File: config.mk
export PLATFORM = sky130hd
export DESIGN_NAME = mm_refill_arbiter
export DESIGN_NICKNAME = d
export VERILOG_FILES = /design/src/rtl/mm_refill_arbiter.sv
export SDC_FILE = /design/constraint.sdc
export NUM_CORES = 1
export LEC_CHECK = 0
export CAP_MARGIN = 20
export CORE_AREA = 2 2 128 130
export DETAILED_ROUTE_END_ITERATION = 10
export DIE_AREA = 0 0 130 132
export PLACE_DENSITY = 0.63
export RECOVER_POWER = 25
export SYNTH_ARGS = -nofsm -noshare
export SYNTH_HDL_FRONTEND = slang
export SYNTH_SLANG_ARGS = --single-unit
File: constraint.sdc
create_clock -name CLK -period 8.1 [get_ports CLK]
set_input_delay 1.62 -clock CLK [delete_from_list [all_inputs] [get_ports CLK]]
set_output_delay 1.62 -clock CLK [all_outputs]
set_load 0.03 [all_outputs]
File: src/rtl/mm_refill_arbiter.sv
// Round-robin refill arbiter between the I-cache and D-cache for the shared main-memory read port.
// Optional perf counters are enabled by defining MM_REFILL_PERF_EN.
`timescale 1ns/1ps
module mm_refill_arbiter #(
    parameter int BLOCK_WORDS = 4,
    parameter int LATENCY     = 3
) (
    input  logic        CLK,
    input  logic        RESET,
    input  logic        I_Req,
    input  logic [31:0] I_Addr,
    output logic        I_Grant,
    input  logic        D_Req,
    input  logic [31:0] D_Addr,
    output logic        D_Grant,
    output logic [31:0] Mem_Addr,
    output logic        Access_MM,
    input  logic [31:0] Data_MM,
    output logic [31:0] Rsp_Data,
    output logic        Rsp_Valid,
    output logic        Rsp_Last,
    output logic        Rsp_Id,
    output logic        Busy
`ifdef MM_REFILL_PERF_EN
    ,
    output logic [15:0] I_Refill_Cnt,
    output logic [15:0] D_Refill_Cnt,
    output logic [31:0] Stall_Cnt
`endif
);

    typedef enum logic [1:0] {IDLE, WAIT, XFER} state_e;

    localparam logic [31:0] BLK_MASK  = 32'(BLOCK_WORDS * 4 - 1);
    localparam logic [4:0]  LAST_WORD = 5'(BLOCK_WORDS - 1);
    localparam logic [3:0]  LAT_INIT  = 4'((LATENCY > 0) ? LATENCY - 1 : 0);

    state_e      state_q, state_d;
    logic [3:0]  lat_q, lat_d;
    logic [4:0]  word_q, word_d;
    logic        owner_q, owner_d;
    logic        last_srv_q, last_srv_d;   // 1 = D served last
    logic [31:0] base_q, base_d;
    logic        i_grant_q, i_grant_d;
    logic        d_grant_q, d_grant_d;
    logic        acc_q, acc_d;
    logic [31:0] maddr_q, maddr_d;
    logic        acc_last_q, acc_last_d;
    logic        acc_id_q, acc_id_d;
    logic [31:0] rsp_data_q, rsp_data_d;
    logic        rsp_valid_q, rsp_valid_d;
    logic        rsp_last_q, rsp_last_d;
    logic        rsp_id_q, rsp_id_d;

    logic i_win, d_win, take;

    assign i_win = I_Req && (!D_Req || last_srv_q);
    assign d_win = D_Req && !i_win;
    assign take  = (state_q == IDLE) && (I_Req || D_Req);

    always_ff @(posedge CLK or posedge RESET) begin
        if (RESET) state_q <= IDLE;
        else       state_q <= state_d;
    end

    always_comb begin
        state_d = state_q;
        case (state_q)
            IDLE: if (take) state_d = (LATENCY > 0) ? WAIT : XFER;
            WAIT: if (lat_q == 4'd0) state_d = XFER;
            XFER: if (word_q == LAST_WORD) state_d = IDLE;
            default: state_d = IDLE;
        endcase
    end

    // Address/enable are registered from the XFER state; the response is registered from the access.
    always_comb begin
        lat_d      = lat_q;
        word_d     = word_q;
        owner_d    = owner_q;
        last_srv_d = last_srv_q;
        base_d     = base_q;
        i_grant_d  = 1'b0;
        d_grant_d  = 1'b0;
        acc_d      = 1'b0;
        maddr_d    = 32'd0;
        acc_last_d = 1'b0;
        acc_id_d   = 1'b0;
        if (take) begin
            i_grant_d  = i_win;
            d_grant_d  = d_win;
            owner_d    = d_win;
            last_srv_d = d_win;
            base_d     = (d_win ? D_Addr : I_Addr) & ~BLK_MASK;
            word_d     = 5'd0;
            lat_d      = LAT_INIT;
        end
        if (state_q == WAIT) lat_d = lat_q - 4'd1;
        if (state_q == XFER) begin
            acc_d      = 1'b1;
            maddr_d    = base_q | (32'({word_q, 2'b00}) & BLK_MASK);
            acc_last_d = (word_q == LAST_WORD);
            acc_id_d   = owner_q;
            word_d     = word_q + 5'd1;
        end
        rsp_valid_d = acc_q;
        rsp_data_d  = acc_q ? Data_MM : 32'd0;
        rsp_last_d  = acc_q && acc_last_q;
        rsp_id_d    = acc_q && acc_id_q;
    end

    always_ff @(posedge CLK or posedge RESET) begin
        if (RESET) begin
            lat_q       <= 4'd0;
            word_q      <= 5'd0;
            owner_q     <= 1'b0;
            last_srv_q  <= 1'b1;
            base_q      <= 32'd0;
            i_grant_q   <= 1'b0;
            d_grant_q   <= 1'b0;
            acc_q       <= 1'b0;
            maddr_q     <= 32'd0;
            acc_last_q  <= 1'b0;
            acc_id_q    <= 1'b0;
            rsp_data_q  <= 32'd0;
            rsp_valid_q <= 1'b0;
            rsp_last_q  <= 1'b0;
            rsp_id_q    <= 1'b0;
        end else begin
            lat_q       <= lat_d;
            word_q      <= word_d;
            owner_q     <= owner_d;
            last_srv_q  <= last_srv_d;
            base_q      <= base_d;
            i_grant_q   <= i_grant_d;
            d_grant_q   <= d_grant_d;
            acc_q       <= acc_d;
            maddr_q     <= maddr_d;
            acc_last_q  <= acc_last_d;
            acc_id_q    <= acc_id_d;
            rsp_data_q  <= rsp_data_d;
            rsp_valid_q <= rsp_valid_d;
            rsp_last_q  <= rsp_last_d;
            rsp_id_q    <= rsp_id_d;
        end
    end

    assign I_Grant   = i_grant_q;
    assign D_Grant   = d_grant_q;
    assign Mem_Addr  = maddr_q;
    assign Access_MM = acc_q;
    assign Rsp_Data  = rsp_data_q;
    assign Rsp_Valid = rsp_valid_q;
    assign Rsp_Last  = rsp_last_q;
    assign Rsp_Id    = rsp_id_q;
    assign Busy      = (state_q != IDLE);

`ifdef MM_REFILL_PERF_EN
    logic [15:0] i_cnt_q, d_cnt_q;
    logic [31:0] stall_q;
    logic        stall;

    // The grant cycle itself is not a stall: the requester is still holding Req while it sees Grant.
    assign stall = (I_Req && !(take && i_win) && !i_grant_q) ||
                   (D_Req && !(take && d_win) && !d_grant_q);

    always_ff @(posedge CLK or posedge RESET) begin
        if (RESET) begin
            i_cnt_q <= 16'd0;
            d_cnt_q <= 16'd0;
            stall_q <= 32'd0;
        end else begin
            if (i_grant_q && (i_cnt_q != 16'hFFFF)) i_cnt_q <= i_cnt_q + 16'd1;
            if (d_grant_q && (d_cnt_q != 16'hFFFF)) d_cnt_q <= d_cnt_q + 16'd1;
            if (stall && (stall_q != 32'hFFFF_FFFF)) stall_q <= stall_q + 32'd1;
        end
    end

    assign I_Refill_Cnt = i_cnt_q;
    assign D_Refill_Cnt = d_cnt_q;
    assign Stall_Cnt    = stall_q;
`endif

endmodule
# --- Word-level counts from Yosys, hierarchy flattened ---
# Cells that the tools add are included.
op_classes:
  n_addsub: 2
  n_mul: 0
  div_mod_pow: 0
  n_lt_le_gt_ge: 0
  eq_ne: 6
  shifts: 0
  n_mux: 16
  n_bitwise: 1
  n_reduce_logical: 15
ops:
  columns: ["cell", "count"]
  rows:
  - ["2-to-1 mux 32 bit", 3]
  - ["bitwise OR 32 x 4 -> 32 bit", 1]
  - ["2-to-1 mux 5 bit", 2]
  - ["2-to-1 mux 4 bit", 2]
  - ["2-to-1 mux 2 bit", 3]
  - ["inequality test 2 bit (second input constant)", 3]
  - ["one-hot mux 2 bit (3 select lines)", 1]
  - ["nonzero test 2 bit", 3]
  - ["adder 5 x 1 -> 5 bit (second input constant)", 1]
  - ["equality test 5 x 2 -> 1 bit (second input constant)", 1]
  - ["logical AND 1 bit", 5]
  - ["2-to-1 mux 1 bit", 5]
  - ["logical NOT 4 bit", 1]
  - ["subtractor 4 x 1 -> 4 bit (second input constant)", 1]
  - ["AND reduction 3 bit", 1]
  - ["equality test 2 x 1 -> 1 bit (second input constant)", 1]
  - ["equality test 2 bit (second input constant)", 1]
  - ["logical NOT 1 bit", 2]
  - ["logical NOT 2 bit", 1]
  - ["logical OR 1 bit", 2]
word_totals:
  register_bits: 113
  latchBits: 0
  ram_bits: 0
  mem_bits_ro: 0
  input_bits: 100
  out_inout_bits: 71
  wordCells: 56
  mem_count: 0

# --- Depth between registers and ports, before layout ---
# Gate-level depths: netlist of the first run.
logic_depth:
  word_depth: 6
  depth_mapped: 5
  mapped_depth_nobuf: 5

# --- Worst setup path before layout of the first run ---
# OpenSTA, ideal clock, no wires.
synth_path:
  kind: "input-to-reg"
  start: "input D_Req"
  end: "register base_q[29]"
  setup_ps: 125
  arrival_ps: 2675
  required_ps: 7975
  setup_slack_ps: 5300
  cell_stages: 4
  n_path_buf: 1
  cell_sequence: "a21boi_1 > buf_2 > mux2_2 > mux2_2"
synth_between:
  elab_chain_len: 6
  elab_cells_between_ends: 8
  cone_classes: "mux (1); reduce/logical (7)"
synth_rtl:
  columns: ["element", "line_no", "source"]
  rows:
  - ["start: declaration", "13", "input logic D_Req,"]
  - ["logical NOT 1 bit", "57", "assign i_win = I_Req && (!D_Req || last_srv_q);"]
  - ["logical OR 1 bit", "57", null]
  - ["logical AND 1 bit", "57", null]
  - ["logical NOT 1 bit", "58", "assign d_win = D_Req && !i_win;"]
  - ["logical AND 1 bit", "58", null]
  - ["2-to-1 mux 32 bit", "94", "base_d = (d_win ? D_Addr : I_Addr) & ~BLK_MASK;"]
  - ["end signal: assignment", "134", "base_q <= base_d;"]
  - ["end: declaration", "43", "logic [31:0] base_q, base_d;"]
# Several ways; a longest one is shown, not always the timed one.
# A chain may end at the register's enable or synchronous reset.

==> results of run 1 <==
-- worst max-delay path: cells and delay by family --
family                 cells  cell delay, ps
buffers and inverters      3            2710
-- stage by stage --
step	worst slack (ps)	util, %
final	4088	41.22
after global routing	3476	41.22
after CTS	4312	41.03
after detailed placement	4159	39.20
after global placement	4206	39.20
after floorplan	3551	-
-- power by group through the flow --
stage               logic, mW  clock network [mW]  registers (mW)
detailed placement      0.582                   0           0.769
global placement        0.569                   0           0.761
global route            0.620               0.465           0.777
floorplan               0.353                   0           0.819
finish                  0.574               0.423           0.757
CTS                     0.584               0.443           0.759
-- how the worst max path moves through the flow --
stage          slack [ps]  cells after the start           end      start
6_report             4090                      3  Rsp_Data[11]      RESET
3_3_place_gp         4210                      4    base_q[30]      D_Req
5_1_grt              3480                      3    base_q[17]      RESET
4_1_cts              4310                      1     Access_MM  Access_MM
3_5_place_dp         4160                      4    base_q[17]      D_Req
2_1_floorplan        3550                      1     Access_MM      RESET
-- cell usage in the layout, fill, tap and decap left out, types with 3 or more instances in the layout --
master	instances
clkbuf_16	9
mux2_4	25
clkdlybuf4s50_1	149
ha_1	3
nand2_1	4
mux2_2	34
dlygate4sd3_1	11
and2_0	39
nor2_1	4
and2_1	28
o21ai_0	6
dfrtp_1	110
inv_1	4
-- flip-flops by register name, summed over array words and instances, names as in the netlist --
register and flops:
D_Grant 1, state_q 2, lat_q 4, acc_id_q 1
last_srv_q 1, word_q 5, Rsp_Valid 1, owner_q 1
acc_last_q 1, Rsp_Data 32, Rsp_Last 1, Rsp_Id 1
base_q 28, Access_MM 1, Mem_Addr 30, I_Grant 1
-- final cells by class --
class / instances / area (µm²) / share of cell area (%)
sequential: 111 / 2779 / 42.91
tap: 216 / 270.3 / 4.173
clock buffer: 12 / 256.5 / 3.961
multi-input combinational: 168 / 1480 / 22.86
inverter: 5 / 20.02 / 0.3091
timing repair buffer: 163 / 1640 / 25.33
clock inverter: 4 / 30.03 / 0.4637
-- layer usage --
layer  wire length [µm]  vias up  share of wire, %
met2               4759      107                49
met3                660       13               6.7
li1                   -     1292                 -
met5                  0        -                 0
met4                166        0               1.7
met1               4195     1362                43
-- logic make-up (layout without fill, tap and decap cells) --
kind of cell / after synthesis / after routing
simple gates: 87 / 87
other cells: 1 / 2
fa+ha+maj: 3 / 3
mux: 61 / 61
xor+xnor: 3 / 3
flops: 111 / 111
buf+inv: 20 / 184
compound gates: 12 / 12
==> metrics.md, run 1 <==
| Metric | Value |
|---|---|
| Status | finished with violations |
| Failing checks | capacitance limit, slew limit |
| HPWL Detailed | between 6000 and 7000 µm |
| Crit Path Max Fanout | 57 |
| Mean Syn Cell Area | 14.68 µm² |
| Die area | ~17000 µm² |
| Reg-to-Reg End | acc_last_q |
| Placed insts | about 660 |
| Tot Pwr | 1.755 mW |
| #FFs+latches synth | 111 |
| Startpoint class of the critical path | primary input |
| Ant diodes | 0 |
| CTS H-tree lvls | 3 |
| Die X | 130 µm |
| Initial antenna violation count | 0 |
| Clock-pin transition on the worst setup and hold timing paths | 70 ps |
| Die H | 132 µm |
| Setup crit end kind | asynchronous set/reset pin |
| Largest net degree at the start of global routing | 58 |
| Area delta synth->final | 48.05% |
| Clock Tree Buf Depth | 2 |
| Clock sinks | roughly 110 |
| Clock power share | approximately 24% |
| GRT met3 Usage | slightly above 3% |
| Cell accounting for the most synthesized area | dfrtp_1 |
| Switching share of power | 29.89% |
| Synth cell types | 35 |
| Number of setup buffers added after CTS | 0 |
| Hold path depth | 1 |
| Vias | 2774 |
| Total grt overflow | 0 |
| Initial Util | 27.84% |
| Post-DP Area | 6160 µm² |
| Yosys top cell area share | between 60% and 70% |
| Fin. max-slew vios | 58 |
| Area contributors post-synth | dfrtp_1, and2_1, mux2_2 |
| GRT Total Usage | a little under an eighth |
| Main synth FF type | dfrtp_1 |
| Via count of the first global-routing pass | between 2000 and 3000 |
| Cts bufs inserted | 9 |
| Kind of critical path | in2async |
| Synth Area in Compound Gates | 1.745% |
| Final hold vios | 0 |
| Clock root buffer | clkbuf_16 |
| CP Data Arrival Time | about 4400 ps |
| Setup violators final | 0 |
| Final min period | 4012 ps |
| Reg-to-Reg Start | state_q[0] |
| # nets final | 561 |
| RSZ-0062 raised after global routing | false |
| Slew @ Worst Pin | 2487 ps |
| Hold Path Class | reg2reg |
| GP Congestion | 0.6839 |
| Share of post-route cells with drive strength above 1 | between 15 and 20% |
| Final Cell Area | 6476 µm² |
| R2R setup slack | roughly 6000 ps |
| Most common cell in the netlist | dfrtp_1 |
| Synth top cells by count | dfrtp_1, and2_1, mux2_2 |
| Main combinational cell family by area after synthesis | multiplexers |
| Worst skew pair latency | 340 ps |
| Met1 Resource Use GR | ~14% |
| Maximum resistive drop on vdd | 0.0001247 V |
| DRT Pass-1 Iters | 4 |
| Post-Synth Adder-Cell Area | less than 1% |
| Filler cells | roughly 1500 |
| Skew final | between 7 and 8 ps |
| EDFF count, synth | 0 |
| Hold Startpoint | acc_id_q |
| Post-synthesis xor/xnor area fraction | 0.6007% |
| Leak Pwr | 2.846 nW |
| PwrDens | 270.9 nW/µm² |
| Post-synthesis simple-gate area fraction | 12.41% |
| Critical Path RT | roughly 8500 ps |
| Finished Layout Cells | 679 |
| Detail Route Antenna Nets | 0 |
| Crit-path cells | dlygate4sd3_1 -> clkinvlp_2 -> buf_4 |
| Worst hold slack | 461.0 ps |
| Final wirelength | 9782 µm |
| Sequential share of the synthesized area | a little under two thirds |
| Final period util | 49.53% |
| Mux share of post-synthesis cell area | 17.79% |
| Global routing's busiest layer | met2 |
| Fmax achieved | 249.2 MHz |
| Ys Warns | 0 |
| Core area | ~16000 µm² |
| Hold buffers post-CTS | 0 |
| Hold Path Sink | Rsp_Id |
| Global-route wire length before repair | approximately 16000 µm |
| Port Buffer Count | 160 |
| Wire per inst | between 10 and 15 µm |
| Async set-reset flop share out of synthesis | 100.0% |
| First DRT Iteration DRCs | 69 |
| Slowest Stage Delay on Critical Path | approximately 1400 ps |
| Met2 Usage GRT | 19.46% |
| Post-synthesis cell count | 298 |
| Vias per cell | around 4.1 |
| Mapped cell area | roughly 4400 µm² |
| Worst relative slew slack | -66.68% |
| Combinational Power Share | 32.7% |
| Drt drc | 0 |
| CP max stage cell | clkinvlp_2 |
| Sequential power share | roughly 43% |
| NetSw | 524.5 µW |
| P_int | 1.230 mW |
| CTS resizes | 0 |
| FF-to-FF path depth | 4 |
| Setup TNS | 0 ps |
| Max-Cap Viols | 1 |
| IO Count | 171 |
| # rows | 46 |
| CTS tree | done |
No activity file was read; power rests on OpenSTA's default activity.
==> run 2: changes to the inputs <==
Clock period 8.1 ns to 4 ns, I/O delays scaled along.
==> metrics.md, run 2 (synthesis gave the netlist of run 1 again) <==
| Metric | Value |
|---|---|
| Critical path's top delay family | flip-flops |
| Clock root buffer | clkbuf_16 |
| Detail Route Antenna Nets | 0 |
| Number of setup buffers added after CTS | 0 |
| Max-Cap Viols | 0 |
| Final min period | 2851 ps |
| RSZ-0062 raised after global routing | false |
| GP Congestion | 0.7243 |
| Vias | 2803 |
| Fin. max-slew vios | 0 |
| # rows | 46 |
| Die H | 132 µm |
| Tot Pwr | 3.666 mW |
| Maximum resistive drop on vdd | 0.0002371 V |
| Initial antenna violation count | 0 |
| Clock sinks | ~110 |
| Final period util | 71.28% |
| Leak Pwr | just under 3 nW |
| Via count of the first global-routing pass | 2926 |
| Fmax achieved | 350.7 MHz |
| CP bufs+invs | 1 |
| CP Data Arrival Time | 2050 ps |
| Drt drc | 0 |
| Setup violators final | 0 |
| Most frequent cells in the layout | clkdlybuf4s50_1, dfrtp_1, mux2_2, and2_1, and2_0 |
| Crit Path Max Fanout | 36 |
| Wire per inst | 13.96 µm |
| Setup crit end kind | output port |
| Die area | 17160 µm² |
| Ant diodes | 0 |
| Kind of critical path | reg2out |
| Global-route wire length before repair | 15100 µm |
| CTS resizes | 0 |
| Met2 Usage GRT | 18.18% |
| Setup TNS | 0 ps |
| Max FFs per register | 32 |
| Final wirelength | 9510 µm |
| Initial Util | 27.84% |
| Vias per cell | 4.116 |
| Largest net degree at the start of global routing | between 80 and 90 |
| Final Core Density | 41.59% |
| Share of post-route cells with drive strength above 1 | 17.85% |
| Area delta synth->final | 49.40% |
| Startpoint class of the critical path | register |
| Critical Path RT | 3200 ps |
| Most common cell after layout, fill and taps aside | clkdlybuf4s50_1 |
| Status | complete, no violations |
| # nets final | 563 |
| GRT met3 Usage | 2.963% |
| IO Count | ~170 |
| PwrDens | 560.9 nW/µm² |
| GRT Total Usage | 11.31% |
| Total grt overflow | 0 |
| Final hold vios | 0 |
| Slowest Stage Delay on Critical Path | ~900 ps |
| Skew final | 5.160 ps |
| DRT Pass-1 Iters | 4 |
| CTS tree | done |
| Worst relative slew slack | approximately 4.0% |
| Cts bufs inserted | 9 |
| CTS H-tree lvls | 3 |
| Clock-pin transition on the worst setup and hold timing paths | 70 ps |
| Crit-path cells | clkdlybuf4s50_1 |
| CP max stage cell | dfrtp_1 |
| Port Buffer Count | 160 |
| Hold buffers post-CTS | 0 |
| Hold Path Class | reg2reg |
| Worst skew pair latency | roughly 340 ps |
| Die X | roughly 130 µm |
| Filler cells | between 1000 and 1500 |
| Clock Tree Buf Depth | 2 |
| Met1 Resource Use GR | 14.47% |
| Global routing's busiest layer | met2 |
| Core area | about 16000 µm² |
| HPWL Detailed | 6554 µm |
| First DRT Iteration DRCs | 111 |
| Slew @ Worst Pin | 1441 ps |
[run 2: cell count changes in the layout (fill, tap and decap cells not counted), sizes merged]
cell | previous run | this run
clkbuf | 13 | 11
clkinvlp | 2 | 1
buf | 2 | 4
bufinv | 0 | 2
dlygate4sd3 | 11 | 1
inv | 4 | 6
clkdlybuf4s50 | 149 | 159
clkinv | 3 | 2
[run 2: routing by layer]
metal | part of all wire, % | vias to the layer above | routed length [µm]
li1 | - | 1302 | -
met4 | 1.7 | 0 | 159
met1 | 45 | 1376 | 4296
met2 | 46 | 113 | 4385
met3 | 7.0 | 12 | 668
met5 | 0 | - | 0
[run 2: worst reg2reg max path, delay by kind of cell (launching register included)]
| family | cells | cell delay [ps] |
|---|---|---|
| and+or+nand+nor | 1 | 210 |
| DFF | 1 | 430 |
| buffers and inverters | 2 | 1180 |
| muxes | 1 | 340 |
[run 2: where the power goes]
group,internal [mW],total [mW],switching (mW)
registers,1.39,1.53,0.142
logic,0.639,1.15,0.516
clock network,0.571,0.978,0.407
[run 2: stage by stage]
stage | cells | cell area, µm² | worst slack (ps) | hold slack (ps)
after floorplan | 299 | 4378 | 271.0 | 433.7
after global placement | 663 | 6175 | 1101 | 452.8
after detailed placement | 663 | 6175 | 1079 | 446.8
after CTS | 679 | 6505 | 1094 | 463.9
after global routing | 681 | 6535 | 923.1 | 488.2
final | 681 | 6535 | 1149 | 460.8
[run 2: final cells by class]
cell class / count / area, µm² / share of cell area [%]
inverter: 5 / 20.02 / 0.3063
multi-input combinational: 168 / 1480 / 22.65
clock inverter: 6 / 91.34 / 1.398
sequential: 111 / 2779 / 42.52
tap: 216 / 270.3 / 4.136
timing repair buffer: 165 / 1655 / 25.33
clock buffer: 10 / 239.0 / 3.657
[run 2: worst paths after layout]
kind                            slack, ps        from            to  cells after the start
worst min-delay path                  460    acc_id_q        Rsp_Id                      1
worst max register to register       1790  state_q[0]     word_q[0]                      4
worst min register to register        460    acc_id_q        Rsp_Id                      1
worst max-delay path                 1150   Access_MM     Access_MM                      1
min in group asynchronous            1080       RESET  Rsp_Data[30]                      2
max in group asynchronous            1970       RESET  Mem_Addr[30]                      4
==> run 3: changes to the inputs <==
Clock period 4 ns to 2.8 ns, I/O delays scaled along.
==> metrics.md, run 3 (synthesis gave the netlist of run 1 again) <==
| Metric | Value |
|---|---|
| Initial antenna violation count | 0 |
| Final hold vios | 0 |
| Vias per cell | 4.121 |
| CTS H-tree lvls | 3 |
| Final period util | 90.14% |
| Crit Path Max Fanout | 8 |
| Die area | between 15000 and 20000 µm² |
| Final Cell Area | 6579 µm² |
| Slew @ Worst Pin | 1310 ps |
| Final wirelength | 9522 µm |
| CP max stage cell | clkdlybuf4s50_1 |
| Global-route wire length before repair | roughly 15000 µm |
| Wire per inst | 13.90 µm |
| Setup crit end kind | output port |
| Critical Path RT | 2240 ps |
| Status | complete, no violations |
| Initial Util | 27.84% |
| Slowest Stage Delay on Critical Path | 760 ps |
| CTS resizes | 0 |
| GRT Total Usage | around 11% |
| Die X | 130 µm |
| Die H | 132 µm |
| Hold Path Class | reg2reg |
| Worst relative slew slack | 12.19% |
| Kind of critical path | reg2out |
| Final min period | 2524 ps |
| # rows | 46 |
| GP Congestion | 0.7568 |
| Maximum resistive drop on vdd | 0.0004048 V |
| Detail Route Antenna Nets | 0 |
| Skew final | 5.010 ps |
| Share of post-route cells with drive strength above 1 | 18.55% |
| Most common cell after layout, fill and taps aside | clkdlybuf4s50_1 |
| First DRT Iteration DRCs | 94 |
| Max-Cap Viols | 0 |
| Leak Pwr | 2.913 nW |
| Post-DP Area | about 6300 µm² |
| # nets final | 567 |
| Total grt overflow | 0 |
| IO Count | between 150 and 200 |
| Critical path's top delay family | buffers and inverters |
| Cts bufs inserted | 9 |
| DRT Pass-1 Iters | 4 |
| CP bufs+invs | 1 |
| Fin. max-slew vios | 0 |
| Startpoint class of the critical path | register |
| CTS tree | done |
| Placed insts | 669 |
| Finished Layout Cells | 685 |
| Clock sinks | 111 |
| Setup TNS | 0 ps |
| Largest net degree at the start of global routing | 47 |
| Port Buffer Count | 160 |
| CP Data Arrival Time | about 2000 ps |
| Setup violators final | 0 |
| Drt drc | 0 |
| Number of setup buffers added after CTS | 0 |
| PwrDens | ~800 nW/µm² |
| Most frequent cells in the layout | clkdlybuf4s50_1, dfrtp_1, and2_1 |
| Clock root buffer | clkbuf_16 |
| Area delta synth->final | 50.40% |
| Ant diodes | 0 |
| Clock-pin transition on the worst setup and hold timing paths | around 80 ps |
| Worst skew pair latency | 350 ps |
| Max FFs per register | 32 |
| Crit-path cells | or2_1 -> clkdlybuf4s50_1 |
| Hold buffers post-CTS | 0 |
| Clock Tree Buf Depth | 2 |
| Worst hold slack | 465.3 ps |
| RSZ-0062 raised after global routing | false |
| HPWL Detailed | 6884 µm |
| Vias | 2823 |
| Fmax achieved | 396.2 MHz |
| Tot Pwr | 5.242 mW |
| Core area | 15710 µm² |
| Via count of the first global-routing pass | 2918 |
==> run 3: changes by cell type in the layout (fill, tap and decap cells not counted), moves of 2 or more <==
cell | previous run | this run
and2_1 | 34 | 44
buf_4 | 3 | 5
buf_12 | 0 | 3
inv_8 | 0 | 2
and2_0 | 33 | 23
clkinv_8 | 0 | 2
==> run 3: metal layers <==
metal / share of wire, % / vias to the layer above / global-route usage [%]
met2: 49 / 113 / 19.14
met1: 42 / 1397 / 13.24
met3: 7.6 / 6 / 4.505
met5: 0 / - / 0
met4: 0.79 / 0 / 2.569
li1: - / 1307 / -
==> run 3: worst paths after layout <==
| path | startpoint | endpoint | slack (ps) | cells past startpoint |
|---|---|---|---|---|
| setup reg to reg | state_q[1] | base_q[31] | 900 | 4 |
| min in group asynchronous | RESET | Rsp_Data[2] | 940 | 2 |
| hold reg to reg | acc_id_q | Rsp_Id | 470 | 1 |
| hold / removal | acc_id_q | Rsp_Id | 470 | 1 |
| max in group asynchronous | RESET | last_srv_q | 1040 | 3 |
| setup / recovery | state_q[1] | Busy | 280 | 2 |
==> run 3: final cells by class <==
type	instances	area, µm²
clock inverters	7	101.3
inverters	5	20.02
fillers	1477	9134
well taps	216	270.3
repair buffers	169	1703
clock buffers	9	225.2
flip-flops and latches	111	2779
multi-input cells	168	1480
==> run 3: per-stage QoR <==
stage,setup WS (ps),util [%]
2_1_floorplan,897.4,-
3_3_place_gp,430.1,39.83
3_5_place_dp,412.6,39.83
4_1_cts,276.5,41.91
5_1_grt,199.1,41.87
6_report,276.1,41.87
==> run 3: worst reg2reg max path, cell delays in order, from the launching register on <==
cell	delay, ps
dfrtp_1	430
or2_1	430
nor2_8	340
buf_12	230
mux2_2	350
==> run 3: power by group <==
part	internal, mW	switching (mW)
Sequential	1.99	0.185
Combinational	0.950	0.764
Clock	0.725	0.632
Total	3.66	1.58
